File: src/rtl/fib_pkg.sv
// fib_pkg -- types and constants shared by the Fibonacci generator and its
// downstream result collector.
//
// Contents:
//   FIB_WIDTH     default bit width of n and fib.
//   TOTAL_W       width of the optional accepted-result counter.
//   fib_result_t  packed {n, fib} pair; this is the FIFO entry format.
package fib_pkg;

  localparam int FIB_WIDTH = 8;
  localparam int TOTAL_W   = 16;

  typedef struct packed {
    logic [FIB_WIDTH-1:0] n;
    logic [FIB_WIDTH-1:0] fib;
  } fib_result_t;

endpackage : fib_pkg

File: src/rtl/fib_fifo_mem.sv
// fib_fifo_mem -- DEPTH-entry storage for fib_result_t pairs.
//
// It has one synchronous write port and one asynchronous read port. The
// asynchronous read lets the collector present its head entry
// first-word-fall-through, with no extra cycle of latency. There is no reset.
// The collector never shows the contents of an empty FIFO, so stale data
// cannot leak out.
//
// Ports:
//   clk      in   rising-edge clock
//   wr_en    in   write wr_data at wr_addr on this edge
//   wr_addr  in   write address, ADDR_W bits
//   wr_data  in   entry to store
//   rd_addr  in   read address, ADDR_W bits
//   rd_data  out  entry at rd_addr (combinational)
module fib_fifo_mem
  import fib_pkg::*;
#(
  parameter int DEPTH  = 4,
  parameter int ADDR_W = $clog2(DEPTH)
) (
  input  logic              clk,
  input  logic              wr_en,
  input  logic [ADDR_W-1:0] wr_addr,
  input  fib_result_t       wr_data,
  input  logic [ADDR_W-1:0] rd_addr,
  output fib_result_t       rd_data
);

  fib_result_t mem_q [DEPTH];

  always_ff @(posedge clk) begin
    if (wr_en) begin
      mem_q[wr_addr] <= wr_data;
    end
  end

  assign rd_data = mem_q[rd_addr];

endmodule : fib_fifo_mem

File: src/rtl/fib_result_collector.sv
// fib_result_collector -- the downstream stage of the Fibonacci generator.
//
// On each done strobe from the generator, this block captures the completed
// (n, fib) pair into a small first-word-fall-through FIFO. The consumer drains
// the FIFO over a valid/ready interface. The generator cannot be stalled, so a
// result that arrives while the FIFO is full is dropped. The sticky overflow
// flag records that a drop happened.
//
// Optional build macro:
//   FIB_RESULT_TOTAL_EN  adds the 16-bit output 'total'. It counts the pushes
//                        accepted since reset and wraps at 0xFFFF.
//
// Parameters:
//   WIDTH  bit width of n and fib. It must equal fib_pkg::FIB_WIDTH, because
//          the entries are stored as fib_result_t.
//   DEPTH  number of FIFO entries; a power of two, minimum 2.
//
// Ports:
//   clk        in   rising-edge clock
//   rst_n      in   synchronous active-low reset
//   in_valid   in   one-cycle done strobe; in_n/in_fib are valid
//   in_n       in   index n of the result
//   in_fib     in   Fibonacci value for in_n
//   in_ready   out  FIFO not full (informational only)
//   out_valid  out  FIFO non-empty
//   out_n      out  n of the head entry (0 when empty)
//   out_fib    out  fib of the head entry (0 when empty)
//   out_ready  in   consumer takes the head when out_valid is also high
//   count      out  current occupancy, 0..DEPTH
//   overflow   out  sticky: a result was dropped while full
//   total      out  (FIB_RESULT_TOTAL_EN only) accepted-push counter
//   clear_ovf  in   one-cycle pulse that clears overflow
module fib_result_collector
  import fib_pkg::*;
#(
  parameter int WIDTH = FIB_WIDTH,
  parameter int DEPTH = 4
) (
  input  logic                       clk,
  input  logic                       rst_n,
  input  logic                       in_valid,
  input  logic [WIDTH-1:0]           in_n,
  input  logic [WIDTH-1:0]           in_fib,
  output logic                       in_ready,
  output logic                       out_valid,
  output logic [WIDTH-1:0]           out_n,
  output logic [WIDTH-1:0]           out_fib,
  input  logic                       out_ready,
  output logic [$clog2(DEPTH+1)-1:0] count,
  output logic                       overflow,
`ifdef FIB_RESULT_TOTAL_EN
  output logic [TOTAL_W-1:0]         total,
`endif
  input  logic                       clear_ovf
);

  localparam int PTR_W = $clog2(DEPTH);
  localparam int CNT_W = $clog2(DEPTH+1);
  localparam logic [CNT_W-1:0] CNT_FULL = CNT_W'(DEPTH);

  logic [PTR_W-1:0] wr_ptr_q, wr_ptr_d;
  logic [PTR_W-1:0] rd_ptr_q, rd_ptr_d;
  logic [CNT_W-1:0] count_q, count_d;
  logic             overflow_q, overflow_d;

  logic        full;
  logic        empty;
  logic        push;
  logic        pop;
  fib_result_t wr_entry;
  fib_result_t head_entry;

  // Full and empty come only from registered occupancy. This keeps in_ready
  // and out_valid free of any combinational path from the inputs.
  assign full  = (count_q == CNT_FULL);
  assign empty = (count_q == '0);

  // A push is never allowed while full, even if a pop frees a slot on the
  // same edge. A pop can happen only when an entry is actually presented.
  assign push = in_valid && !full;
  assign pop  = !empty && out_ready;

  assign wr_entry.n   = in_n;
  assign wr_entry.fib = in_fib;

  always_comb begin
    wr_ptr_d   = wr_ptr_q;
    rd_ptr_d   = rd_ptr_q;
    count_d    = count_q;
    overflow_d = overflow_q;

    // DEPTH is a power of two, so the pointers wrap by plain overflow.
    if (push) begin
      wr_ptr_d = wr_ptr_q + PTR_W'(1);
    end
    if (pop) begin
      rd_ptr_d = rd_ptr_q + PTR_W'(1);
    end

    // When a push and a pop coincide, the occupancy stays the same.
    unique case ({push, pop})
      2'b10:   count_d = count_q + CNT_W'(1);
      2'b01:   count_d = count_q - CNT_W'(1);
      default: count_d = count_q;
    endcase

    // A drop on the same edge as clear_ovf must keep the flag set, so the
    // set term is tested last and takes priority.
    if (clear_ovf) begin
      overflow_d = 1'b0;
    end
    if (in_valid && full) begin
      overflow_d = 1'b1;
    end
  end

  always_ff @(posedge clk) begin
    if (!rst_n) begin
      wr_ptr_q   <= '0;
      rd_ptr_q   <= '0;
      count_q    <= '0;
      overflow_q <= 1'b0;
    end else begin
      wr_ptr_q   <= wr_ptr_d;
      rd_ptr_q   <= rd_ptr_d;
      count_q    <= count_d;
      overflow_q <= overflow_d;
    end
  end

  // A write during reset is suppressed. The pointers reset anyway, but this
  // keeps the memory from changing while the in_valid is being ignored.
  fib_fifo_mem #(
    .DEPTH (DEPTH)
  ) u_mem (
    .clk     (clk),
    .wr_en   (push && rst_n),
    .wr_addr (wr_ptr_q),
    .wr_data (wr_entry),
    .rd_addr (rd_ptr_q),
    .rd_data (head_entry)
  );

`ifdef FIB_RESULT_TOTAL_EN
  logic [TOTAL_W-1:0] total_q, total_d;

  // Only accepted pushes are counted; dropped results are not.
  always_comb begin
    total_d = total_q;
    if (push) begin
      total_d = total_q + TOTAL_W'(1);
    end
  end

  always_ff @(posedge clk) begin
    if (!rst_n) begin
      total_q <= '0;
    end else begin
      total_q <= total_d;
    end
  end

  assign total = total_q;
`endif

  assign in_ready  = !full;
  assign out_valid = !empty;
  assign count     = count_q;
  assign overflow  = overflow_q;

  // The head is forced to zero when the FIFO is empty, so stale memory
  // contents never appear on the outputs.
  assign out_n   = empty ? '0 : head_entry.n;
  assign out_fib = empty ? '0 : head_entry.fib;

endmodule : fib_result_collector

File: config.mk
export PLATFORM = sky130hd
export DESIGN_NAME = fib_result_collector
export DESIGN_NICKNAME = d
export VERILOG_FILES = /design/src/rtl/fib_pkg.sv /design/src/rtl/fib_fifo_mem.sv /design/src/rtl/fib_result_collector.sv
export SDC_FILE = /design/constraint.sdc
export NUM_CORES = 1
export LEC_CHECK = 0
export CORE_MARGIN = 2
export CORE_UTILIZATION = 25
export CTS_CLUSTER_SIZE = 12
export DETAILED_ROUTE_END_ITERATION = 10
export PLACE_DENSITY = 0.47
export SLEW_MARGIN = 40
export SYNTH_ARGS = -nofsm -noshare
export SYNTH_HDL_FRONTEND = slang
export SYNTH_SLANG_ARGS = --single-unit
File: constraint.sdc
create_clock -name clk -period 2.6 [get_ports clk]
set_clock_uncertainty 0.05 [all_clocks]
set_input_delay 0.39 -clock clk [delete_from_list [all_inputs] [get_ports clk]]
set_output_delay 0.39 -clock clk [all_outputs]
set_load 0.01 [all_outputs]
==> results.json <==
{
  "synth_ff_type": "edfxtp_1",
  "synth_edf_count": 64,
  "place_congestion": 0.621,
  "num_vias": 1533,
  "synth_top_cell_by_area": "edfxtp_1",
  "syn_inst": 161,
  "utilization": 0.334,
  "tns_ns": 0,
  "fp.dieH_um": 114,
  "dp_hpwl_um": 3560,
  "drive_gt1_frac": 0.176,
  "finalNetCount": 244,
  "crit_slowest_cell": "mux4_1",
  "wire_per_inst_um": 15.4,
  "pin_count": 43,
  "drt_iter0_markers": 83,
  "grt_max_degree": 21,
  "core_mm2": 0.0119,
  "clock_latency_ns": 0.33,
  "routed_wl_um": 5670,
  "slew_violations": 0,
  "ys_top_cells_by_count": "edfxtp_1, nor2b_1, dfxtp_1, mux4_2",
  "synth.distinct_cells": 28,
  "finalHoldViolCount": 0,
  "port_buffers": 42,
  "htreeDepth": 3,
  "yosysSeqAreaShare": 0.705,
  "crit_path_max_fanout": 8,
  "path_clk_slew_ns": 0.06,
  "cts_num_sinks": 74,
  "yosys_warnings": 0,
  "clockBufferDepth": 2,
  "critPathBufInv": 2,
  "synth-seq-cells": 74,
  "cts_tree": "built",
  "syn_area_per_cell_um2": 18.7,
  "cp.arrival_ns": 2.09,
  "min_period_ns": 2.53,
  "cp.required_ns": 2.16,
  "cp_top_family": "buffers and inverters",
  "peakVddDrop_mv": 0.285,
  "area_growth_pct": 31.5,
  "start_util": 0.254,
  "setup_viol": 0,
  "crit_chain": "buf_12 > mux4_1 > nor2b_1 > clkdlybuf4s50_1",
  "synthTopCellsByArea": "edfxtp_1, mux4_2, dfxtp_1",
  "grt_pass1_vias": 1655,
  "diodes": 0,
  "ant_nets": 0,
  "hp-class": "reg -> reg",
  "tightest_slew_ns": 0.329,
  "routed_via_density": 4.15,
  "critical_path_class": "reg -> out",
  "firstDrtPassIters": 4,
  "grt_usage": 0.0955,
  "rsz0062_at_grt": "false",
  "syn_nets": 188,
  "fmax_ghz": 0.395,
  "postSynth.asyncResetShare": 0,
  "fp.dieArea_mm2": 0.0129,
  "p_leak_nw": 1.34,
  "max_stage_delay_ns": 0.58,
  "cts_buffers": 9,
  "cts_root_buf": "clkbuf_16",
  "maxCapViolCount": 0,
  "startpoint_type": "register",
  "placed_cell_area_mm2": 0.00364,
  "max_slew_margin": 0.780,
  "antenna_found_initial": 0,
  "die_x_um": 114,
  "powerDensity_mw_per_mm2": 992,
  "grt_overflow_total": 0,
  "synth_area_mm2": 0.00301,
  "placementRows": 40,
  "design_area_mm2": 0.00396,
  "synth_most_common_cell": "edfxtp_1",
  "grt_pass1_wl_um": 8860,
  "critPathCaptureType": "output port",
  "synth_top_area_frac": 0.639,
  "status": "finished, final reports clean",
  "period_share": 0.974,
  "drc": 0
}
-- cell usage in the layout (no fill, tap or decap), types with 2 or more instances in the layout --
| cell | synthesis | final |
|---|---|---|
| a21boi_0 | 2 | 2 |
| and2_1 | 2 | 2 |
| and3_1 | 4 | 4 |
| buf_4 | 1 | 8 |
| clkbuf_1 | 1 | 2 |
| clkbuf_16 | 0 | 10 |
| clkdlybuf4s50_1 | 0 | 41 |
| dfxtp_1 | 10 | 9 |
| edfxtp_1 | 64 | 64 |
| ha_1 | 5 | 5 |
| inv_1 | 8 | 8 |
| mux2i_1 | 2 | 2 |
| mux4_1 | 6 | 6 |
| mux4_2 | 10 | 10 |
| nand2_1 | 8 | 8 |
| nor2b_1 | 15 | 15 |
| nor2b_4 | 3 | 3 |
| o21ai_0 | 5 | 5 |
| or3_1 | 2 | 2 |
-- tightest hold or removal path, stage by stage (launching register included) --
cell	delay, ns
dfxtp_1	0.32
nand2_1	0.07
o21ai_0	0.07
-- sequential cells by signal (all words and copies together), names as in the netlist, named ones only --
name,count
wr_ptr_q,2
count,3
overflow,1
u_mem.mem_q,64
rd_ptr_q,2
-- area by class of cell --
cell class	count	area (um^2)
Timing Repair Buffer	52	528
Clock inverter	5	55.1
Inverter	8	30.0
Tap cell	147	184
Multi-Input combinational cell	72	803
Clock buffer	11	233
Fill cell	1125	7910
Sequential cell	74	2120
-- power by group --
part	leakage, nW	internal [mW]	switching [mW]
Sequential	0.663	1.39	0.0723
Combinational	0.538	0.713	0.559
Clock	0.137	0.739	0.449
-- per-layer routing --
metal / GRT usage / part of all wire / up-vias
met1: 0.107 / 0.41 / 756
li1: - / - / 735
met5: 0 / 0 / -
met2: 0.158 / 0.51 / 32
met4: 0.0585 / 0.029 / 0
met3: 0.0313 / 0.050 / 10
-- final timing paths --
check	slack, ns	cells past startpoint	endpoint	from
worst max-delay path	0.07	4	out_n[2]	register
worst min-delay path	0.44	2	register	rd_ptr_q[0]
worst min register to register	0.44	2	register	rd_ptr_q[0]
worst max register to register	0.38	8	count[2]	count[2]
-- cells by family after synthesis --
group,share of synthesized area
flip-flops,0.705
XOR/XNOR,0.00582
buffers and inverters,0.0291
AND/OR/NAND/NOR,0.0782
multiplexers,0.134
adder cells (fa/ha/maj),0.0275
AO/OA/AOI/OAI,0.0200
-- what timing repair did --
| item | 4_1_cts | 5_1_grt |
|---|---|---|
| hold buffers | 0 | 0 |
| endpoints found under the setup margin | 0 | 5 |
| setup buffers | 0 | 0 |
| gates resized for setup | 0 | 2 |
-- per-stage QoR --
step | hold WS, ns | cells | power (mW) | setup slack (ns)
after detailed placement | 0.442 | 352 | 2.76 | 0.110
final | 0.440 | 369 | 3.93 | 0.0683
after floorplan | 0.411 | 161 | 2.20 | 0.415
after global placement | 0.427 | 352 | 2.75 | 0.155
after global routing | 0.473 | 369 | 4.16 | 0.0176
after CTS | 0.451 | 368 | 3.97 | 0.0102
Note: power is estimated with default switching activity, not from simulation.
